### config.mk
export PLATFORM = sky130hd
export DESIGN_NAME = uart_rx
export DESIGN_NICKNAME = d
export VERILOG_FILES = /design/src/rtl/uart_pkg.sv /design/src/rtl/uart_rx_sync.sv /design/src/rtl/uart_rx.sv
export SDC_FILE = /design/constraint.sdc
export NUM_CORES = 1
export LEC_CHECK = 0
export CAP_MARGIN = 20
export CORE_ASPECT_RATIO = 0.6
export CORE_MARGIN = 2
export CORE_UTILIZATION = 55
export CTS_CLUSTER_SIZE = 8
export DETAILED_ROUTE_END_ITERATION = 6
export MAX_ROUTING_LAYER = met4
export PLACE_DENSITY = 0.87
export SLEW_MARGIN = 20
export SYNTH_ARGS = -nofsm -noshare
export SYNTH_HDL_FRONTEND = slang
export SYNTH_HIERARCHICAL = 1
export SYNTH_SLANG_ARGS = --single-unit
### constraint.sdc
create_clock -name clk -period 2.21 [get_ports clk]
set_input_delay 0.3315 -clock clk [delete_from_list [all_inputs] [get_ports clk]]
set_output_delay 0.3315 -clock clk [all_outputs]
set_load 0.02 [all_outputs]
### src/rtl/uart_pkg.sv
// Shared UART definitions: one-hot state encodings, bit-period constants and small helpers.
// Used by both uart_rx and uart_tx.
package uart_pkg;

    typedef enum logic [5:0] {
        S_IDLE  = 6'b000001,
        S_PRE   = 6'b000010,
        S_START = 6'b000100,
        S_DATA  = 6'b001000,
        S_STOP  = 6'b010000,
        S_ERR   = 6'b100000
    } state_e;

    localparam logic [15:0] DEFAULT_T_1_BIT = 16'd5207;
    localparam logic [15:0] SIM_T_1_BIT     = 16'd9;

    function automatic logic [15:0] mid_of(input logic [15:0] t_1_bit);
        return t_1_bit >> 1;
    endfunction

    // Last cycle index of the two-bit-period start window: 2*(t+1)-1 == 2t+1.
    function automatic logic [16:0] start_timeout_of(input logic [15:0] t_1_bit);
        return {t_1_bit, 1'b1};
    endfunction

endpackage

### src/rtl/uart_rx_sync.sv
// Two-flop synchronizer for the RX pin plus a one-cycle history register,
// giving the synced level and single-cycle rise/fall strobes.
module uart_rx_sync (
    input  logic clk,
    input  logic rst_n,
    input  logic rx_i,
    output logic rx_s,
    output logic rise,
    output logic fall
);

    logic meta_q;
    logic sync_q;
    logic prev_q;

    always_ff @(posedge clk or negedge rst_n) begin
        if (!rst_n) begin
            meta_q <= 1'b0;
            sync_q <= 1'b0;
            prev_q <= 1'b0;
        end else begin
            meta_q <= rx_i;
            sync_q <= meta_q;
            prev_q <= sync_q;
        end
    end

    assign rx_s = sync_q;
    assign rise = sync_q & ~prev_q;
    assign fall = ~sync_q & prev_q;

endmodule

### src/rtl/uart_rx.sv
// UART receiver for the idle-low / preamble / start / 8 data / stop / guard framing.
// Emits one byte per valid frame and a pulse for aborted frames.
module uart_rx
    import uart_pkg::*;
#(
    parameter logic [15:0] T_1_BIT = DEFAULT_T_1_BIT
) (
    input  logic       clk,
    input  logic       rst_n,
    input  logic       rx_i,
    output logic [7:0] data_o,
    output logic       valid_o,
    output logic       frame_err_o,
    output logic       busy_o
);

    localparam logic [15:0] MID      = mid_of(T_1_BIT);
    localparam logic [16:0] TMO_LAST = start_timeout_of(T_1_BIT);

    logic rx_s;
    logic rise;
    logic fall;

    uart_rx_sync u_sync (
        .clk   (clk),
        .rst_n (rst_n),
        .rx_i  (rx_i),
        .rx_s  (rx_s),
        .rise  (rise),
        .fall  (fall)
    );

    state_e      state_q,   state_d;
    logic [15:0] cnt_q,     cnt_d;
    logic [16:0] tmo_q,     tmo_d;
    logic        armed_q,   armed_d;
    logic [2:0]  bit_idx_q, bit_idx_d;
    logic [7:0]  shift_q,   shift_d;
    logic [7:0]  data_q,    data_d;
    logic        valid_q,   valid_d;
    logic        err_q,     err_d;
    logic        busy_q,    busy_d;

    always_comb begin
        state_d   = state_q;
        cnt_d     = (cnt_q == T_1_BIT) ? 16'd0 : cnt_q + 16'd1;
        tmo_d     = tmo_q;
        armed_d   = armed_q;
        bit_idx_d = bit_idx_q;
        shift_d   = shift_q;
        data_d    = data_q;
        valid_d   = 1'b0;
        err_d     = 1'b0;

        case (state_q)
            S_IDLE: begin
                if (rise) begin
                    state_d = S_PRE;
                end
            end
            S_PRE: begin
                if (cnt_q == MID) begin
                    state_d = rx_s ? S_START : S_IDLE;
                end
            end
            S_START: begin
                // The start edge re-centres the counter so every later sample lands mid-bit.
                if (fall) begin
                    cnt_d   = 16'd0;
                    armed_d = 1'b1;
                end else if (armed_q) begin
                    if (cnt_q == MID) begin
                        state_d = rx_s ? S_IDLE : S_DATA;
                    end
                end else if (tmo_q == TMO_LAST) begin
                    err_d   = 1'b1;
                    state_d = S_IDLE;
                end else begin
                    tmo_d = tmo_q + 17'd1;
                end
            end
            S_DATA: begin
                if (cnt_q == T_1_BIT) begin
                    shift_d[bit_idx_q] = rx_s;
                    if (bit_idx_q == 3'd7) begin
                        state_d = S_STOP;
                    end else begin
                        bit_idx_d = bit_idx_q + 3'd1;
                    end
                end
            end
            S_STOP: begin
                if (cnt_q == T_1_BIT) begin
                    if (rx_s) begin
                        data_d  = shift_q;
                        valid_d = 1'b1;
                    end else begin
                        err_d = 1'b1;
                    end
                    state_d = S_IDLE;
                end
            end
            default: begin
                state_d = S_IDLE;
            end
        endcase

        if (state_d != state_q) begin
            cnt_d     = 16'd0;
            tmo_d     = 17'd0;
            armed_d   = 1'b0;
            bit_idx_d = 3'd0;
        end

        busy_d = (state_d != S_IDLE);
    end

    always_ff @(posedge clk or negedge rst_n) begin
        if (!rst_n) begin
            state_q   <= S_IDLE;
            cnt_q     <= 16'd0;
            tmo_q     <= 17'd0;
            armed_q   <= 1'b0;
            bit_idx_q <= 3'd0;
            shift_q   <= 8'd0;
            data_q    <= 8'd0;
            valid_q   <= 1'b0;
            err_q     <= 1'b0;
            busy_q    <= 1'b0;
        end else begin
            state_q   <= state_d;
            cnt_q     <= cnt_d;
            tmo_q     <= tmo_d;
            armed_q   <= armed_d;
            bit_idx_q <= bit_idx_d;
            shift_q   <= shift_d;
            data_q    <= data_d;
            valid_q   <= valid_d;
            err_q     <= err_d;
            busy_q    <= busy_d;
        end
    end

    assign data_o      = data_q;
    assign valid_o     = valid_q;
    assign frame_err_o = err_q;
    assign busy_o      = busy_q;

endmodule

==> metrics.txt, run 1 <==
Pwr Density=533 mW/mm2; ANT cells=0; Final setup viols=43; met3 usage=0.110; WL/cell=a little over 20 um; core area=between 0.006 and 0.007 mm2; Leakage=roughly 1.9 nW; top-area cell type share of the netlist area=0.470; Yosys cell types=56; violated checks=setup timing; first-pass GRT wire length=approximately 16 mm; Post-synth EDFFs=0; initial DRC count=between 300 and 400; GRT Overall Usage=0.311; critical path class=register to register; GR met2 Demand/Resource=0.485; grt total ovfl=0; number of global-route vias before repair=slightly above 3000; deepest clock path buffer count=2; via-per-instance ratio=about 6.3; grt met1 use=0.368; Residual DRC=0; synth warn=6; vias=between 3000 and 4000; cell taking the most area after synthesis=dfrtp_1; Post-synth top cells=dfrtp_1, nand2_1, nor2_1, xor2_1, nand3_1; syn_area_per_cell=9.76 um2; worst min path class=register to register; Setup WS post-layout=-0.193 ns; initial antenna violation count=0; Top FF cell, synth=dfrtp_1; IO Port Bufs=13; Peak Freq=approximately 420 MHz; Syn-to-layout area delta=32.2%; I/O pins=14; outcome=finished, violations left; Routed WL=10.2 mm; Final min period=2.40 ns; CP Launch Type=register; final net count=419; Clock Skew=around 0.020 ns; Worst VDD drop=around 0.3 mV; GPL Wtd Cong=between 1 and 1.5; CTS sink count=65; largest net degree at the start of global routing=66; Yosys reg bits=between 60 and 70; share of layout cells above drive strength 1=0.321; post-layout util=0.744; initial core utilization=0.563; most frequent cell after synthesis=dfrtp_1; gr busiest metal=met2; CP required=2.50 ns; clk_lat worst skew=0.37 ns; Post-synth ARST share=1.00; register area share after synthesis=0.478; Std-Cell Rows=22; clock-pin slew on the worst setup and hold paths=~0.09 ns; DP HPWL=5.67 mm; First-pass DRT Iterations=6; TNS Setup=-5.98 ns; area of the mapped netlist=around 0.0034 mm2; fin. max-slew vios=0; top cells by area, synth=dfrtp_1, xor2_1, nand2_1; CTS tree=done; Die Y=~65 um; RSZ-0062 raised after global routing=true; Fin. Hold Viols=0; CP arrival=roughly 2.7 ns; fillcell total=roughly 370; Worst setup EP type=register; H-tree depth=3; final worst-path cycle share=1.09; Post-Synthesis Cells=~350; Root Buffer=clkbuf_8; Die Wd=approximately 110 um; CP max FO=12; Max Cap Violations=0; die area=just under 0.007 mm2; CTS Buf Count=9; ANT nets after route=0; post-synth net total=356
## area by class of cell
class / count / area (um2) / share of cell area
clock buffers: 9 / 124 / 0.0275
clock inverters: 7 / 71.3 / 0.0158
inverters: 5 / 18.8 / 0.00417
multi-input cells: 264 / 1960 / 0.435
flip-flops and latches: 65 / 1630 / 0.361
well taps: 84 / 105 / 0.0233
repair buffers: 67 / 597 / 0.133
## path summary, 6_finish.rpt
| check | startpoint | end | slack, ns | depth (start not counted) |
|---|---|---|---|---|
| min in group asynchronous | rst_n | cnt_q[7] | 0.49 | 3 |
| worst max-delay path | state_q[1] | bit_idx_q[0] | -0.19 | 7 |
| worst min register to register | u_sync/meta_q | u_sync/rx_s | 0.41 | 0 |
| max in group asynchronous | rst_n | state_q[0] | 1.37 | 3 |
| worst max register to register | state_q[1] | bit_idx_q[0] | -0.19 | 7 |
| worst min-delay path | u_sync/meta_q | u_sync/rx_s | 0.41 | 0 |
## placed cells by master (no fill, tap or decap), drive strengths merged, types with 2 or more instances in the layout
cell type      Yosys  layout
dfrtp             64      64
buf                7      54
nand2             48      48
nor2              40      40
nor3              25      25
xor2              21      21
nand3             19      19
clkdlybuf4s50      0      12
xnor2             11      11
and3               9       9
clkbuf             8       9
nand4              7       7
nand3b             7       7
mux2               7       7
a21oi              6       6
inv                5       5
o21ai              5       5
or2                4       4
nor2b              4       4
or3b               4       4
and4               4       4
ha                 4       4
nor3b              4       4
clkinvlp           0       3
or4                3       3
nor4               3       3
clkinv             0       3
nor4b              2       2
a22o               2       2
a41o               2       2
mux2i              2       2
nor4bb             2       2
o31ai              2       2
## cell families after synthesis
family	synth area share
multiplexers	0.0290
buffers and inverters	0.0297
other	0.00110
adder cells (fa/ha/maj)	0.0147
AO/OA/AOI/OAI	0.0610
AND/OR/NAND/NOR	0.304
XOR/XNOR	0.0823
flip-flops	0.478
## flip-flops by register name, summed over array words and instances (netlist names), 3 cells and up
signal / cells
tmo_q: 17
shift_q: 8
bit_idx_q: 3
cnt_q: 16
data_o: 8
state_q: 6
## layer usage
layer / wire length, um / share of wire
met2: 4740 / 0.46
met5: 0 / 0
met4: 479 / 0.047
met1: 3980 / 0.39
met3: 1040 / 0.10
## stage by stage
step	cells	instance area [um2]	setup slack (ns)	total power, mW	hold WS (ns)
after detailed placement	479	3970	-0.270	1.36	0.372
after global routing	501	4500	-0.228	2.49	0.405
after CTS	498	4360	-0.138	2.37	0.395
after floorplan	349	3460	-0.0975	1.30	0.0359
after global placement	479	3970	-0.133	1.35	0.369
final	501	4500	-0.193	2.40	0.415
## power breakdown
part	total [mW]	internal (mW)	switching (mW)
registers	1.21	1.20	0.00684
logic	0.171	0.0707	0.101
clock network	1.02	0.518	0.506
total	2.40	1.79	0.614
## critical path: stages, from the launching register on
cell	delay [ns]
dfrtp_1	0.41
or4_4	0.56
nor3b_4	0.25
o31ai_2	0.13
a221o_1	0.33
a211o_4	0.34
buf_6	0.17
nor2_1	0.14
## what timing repair did
action	in CTS	in global routing
gates resized for setup	32	31
cloned	1	1
setup buffers	2	2
setup endpoints to repair	44	54
hold endpoints to repair	50	0
pin swaps	21	9
hold buffers	1	0
Note: power is estimated with default switching activity, not from simulation.
==> run 2, diff against run 1 <==
--- a/config.mk
+++ b/config.mk
@@ -7,7 +7,7 @@
 export LEC_CHECK = 0
 export CAP_MARGIN = 20
 export CORE_ASPECT_RATIO = 0.6
-export CORE_MARGIN = 2
+export CORE_MARGIN = 4
 export CORE_UTILIZATION = 55
 export CTS_CLUSTER_SIZE = 8
 export DETAILED_ROUTE_END_ITERATION = 6
==> run 2 against run 1 <==
Effect of this change:
- the flow still finishes with violations (setup timing)
- sequential share of layout area down 0.77 points
- sequential power barely moved
- combinational power about the same
- first-iteration DRC count is 19% higher
- worst hold slack worse by 0.0074 ns
- largest cell class unchanged
==> metrics.txt, run 2 (synthesis results as in run 1) <==
outcome=finished, violations left; violated checks=setup timing; Die Wd=around 110 um; max reg flops=17; TNS Setup=-8.18 ns; share of layout cells above drive strength 1=0.374; CTS sink count=65; CP required=2.47 ns; Root Buffer=clkbuf_8; initial core utilization=0.589; Peak Freq=between 300 and 400 MHz; leading registers by flop count=tmo_q x17, cnt_q x16; I/O pins=14; grt total ovfl=0; clock-pin slew on the worst setup and hold paths=0.09 ns; H-tree depth=3; WL/cell=between 20 and 25 um; most frequent cells in the layout=dfrtp_1, buf_4, nand2_1; core area=between 0.005 and 0.006 mm2; Residual DRC=0; via-per-instance ratio=about 6.2; crit-path cells=or4_4 > nor3b_4 > o31ai_2 > a221o_1 > a211o_4 > buf_12 > nor3_1; ANT cells=0; Fin. Hold Viols=0; CTS tree=done; RSZ-0062 raised after global routing=true; Die Y=69.0 um; Setup WS post-layout=-0.295 ns; DP HPWL=between 6 and 7 mm; final net count=432; fin. max-slew vios=0; Reg with most FFs=tmo_q; Final min period=between 2 and 3 ns; multi-input logic area=just under 0.002 mm2; final worst-path cycle share=1.13; Crit path max-delay family=simple AND/OR/NAND/NOR gates; Finished Cell Area=approximately 0.0046 mm2; IO Port Bufs=13; Reg area=about 0.0016 mm2; Worst setup EP type=register; clk_lat worst skew=0.36 ns; CTS Buf Count=9; CP arrival=2.77 ns; worst min path class=input port to register; Max Cap Violations=0; largest net degree at the start of global routing=24; first-pass GRT wire length=about 14 mm; vias=approximately 3200; ANT nets after route=0; GRT Overall Usage=0.263; Routed WL=10.5 mm; placed inst area=just over 0.004 mm2; Syn-to-layout area delta=35.0%; CP Launch Type=register; Std-Cell Rows=21; critical path class=register to register; Critical Path Max Stage Delay=just under 0.6 ns; Worst VDD drop=around 0.33 mV; Clock Skew=0.0163 ns; Final setup viols=50; deepest clock path buffer count=2; die area=~0.0076 mm2; commonest non-fill, non-tap cell in the layout=dfrtp_1; slowest CP cell=or4_4; First-pass DRT Iterations=6; fillcell total=314; initial antenna violation count=0; CP max FO=10; GPL Wtd Cong=0.907; initial DRC count=423; Leakage=2.03 nW; Pwr Density=546 mW/mm2; CP bufs+invs=1; number of global-route vias before repair=~2900
[run 2: changes by cell type in the layout (fill, tap and decap cells not counted), sizes merged]
cell,before,now
clkinv,3,1
bufinv,1,2
clkinvlp,3,4
buf,54,67
[run 2: repair_timing]
action | 4_1_cts | 5_1_grt
hold buffers | 1 | 0
pin swaps | 6 | 25
setup buffers | 4 | 6
gates resized for setup | 24 | 43
hold endpoints to repair | 19 | 0
setup endpoints to repair | 41 | 55
gates cloned | 1 | 1
[run 2: worst paths after layout]
| check | startpoint | to | slack (ns) | depth (start not counted) |
|---|---|---|---|---|
| worst min register to register | u_sync/meta_q | u_sync/rx_s | 0.46 | 0 |
| worst max register to register | state_q[0] | cnt_q[7] | -0.30 | 7 |
| worst max-delay path | state_q[0] | cnt_q[7] | -0.30 | 7 |
| min in group asynchronous | rst_n | armed_q | 0.46 | 2 |
| max in group asynchronous | rst_n | state_q[3] | 1.05 | 3 |
| worst min-delay path | rx_i | u_sync/meta_q | 0.41 | 1 |
[run 2: layout make-up]
| cell class | instances | area share |
|---|---|---|
| clock buffer | 9 | 0.0269 |
| sequential | 65 | 0.354 |
| timing repair buffer | 80 | 0.150 |
| tap | 80 | 0.0218 |
| clock inverter | 7 | 0.0207 |
| inverter | 5 | 0.00408 |
| multi-input combinational | 264 | 0.423 |
[run 2: where the power goes]
| part | switching [mW] | internal, mW |
|---|---|---|
| combinational | 0.0976 | 0.0709 |
| clock | 0.506 | 0.632 |
| sequential | 0.00771 | 1.20 |
[run 2: per-layer routing]
layer / up-vias / routed length, um / GRT usage
met5: - / 0 / -
met4: 0 / 487 / 0.0871
met3: 63 / 982 / 0.0828
met2: 200 / 4840 / 0.385
met1: 1527 / 4210 / 0.349
li1: 1378 / - / -
[run 2: metrics by stage]
| step | total power, mW | setup WS, ns | cells | hold slack, ns | utilization |
|---|---|---|---|---|---|
| final | 2.51 | -0.295 | 510 | 0.407 | 0.796 |
| after CTS | 2.49 | -0.231 | 505 | 0.402 | 0.760 |
| after floorplan | 1.30 | -0.0975 | 349 | 0.0359 | - |
| after global placement | 1.35 | -0.146 | 484 | 0.311 | 0.696 |
| after global routing | 2.58 | -0.328 | 510 | 0.403 | 0.796 |
| after detailed placement | 1.36 | -0.270 | 484 | 0.319 | 0.696 |
==> run 3, diff against run 2 <==
--- a/config.mk
+++ b/config.mk
@@ -9,6 +9,7 @@
 export CORE_ASPECT_RATIO = 0.6
 export CORE_MARGIN = 4
 export CORE_UTILIZATION = 55
+export CTS_CLUSTER_DIAMETER = 30
 export CTS_CLUSTER_SIZE = 8
 export DETAILED_ROUTE_END_ITERATION = 6
 export MAX_ROUTING_LAYER = met4
==> results of run 3 <==
Same layout as run 2: the final DEF is identical, and so are final timing and power.
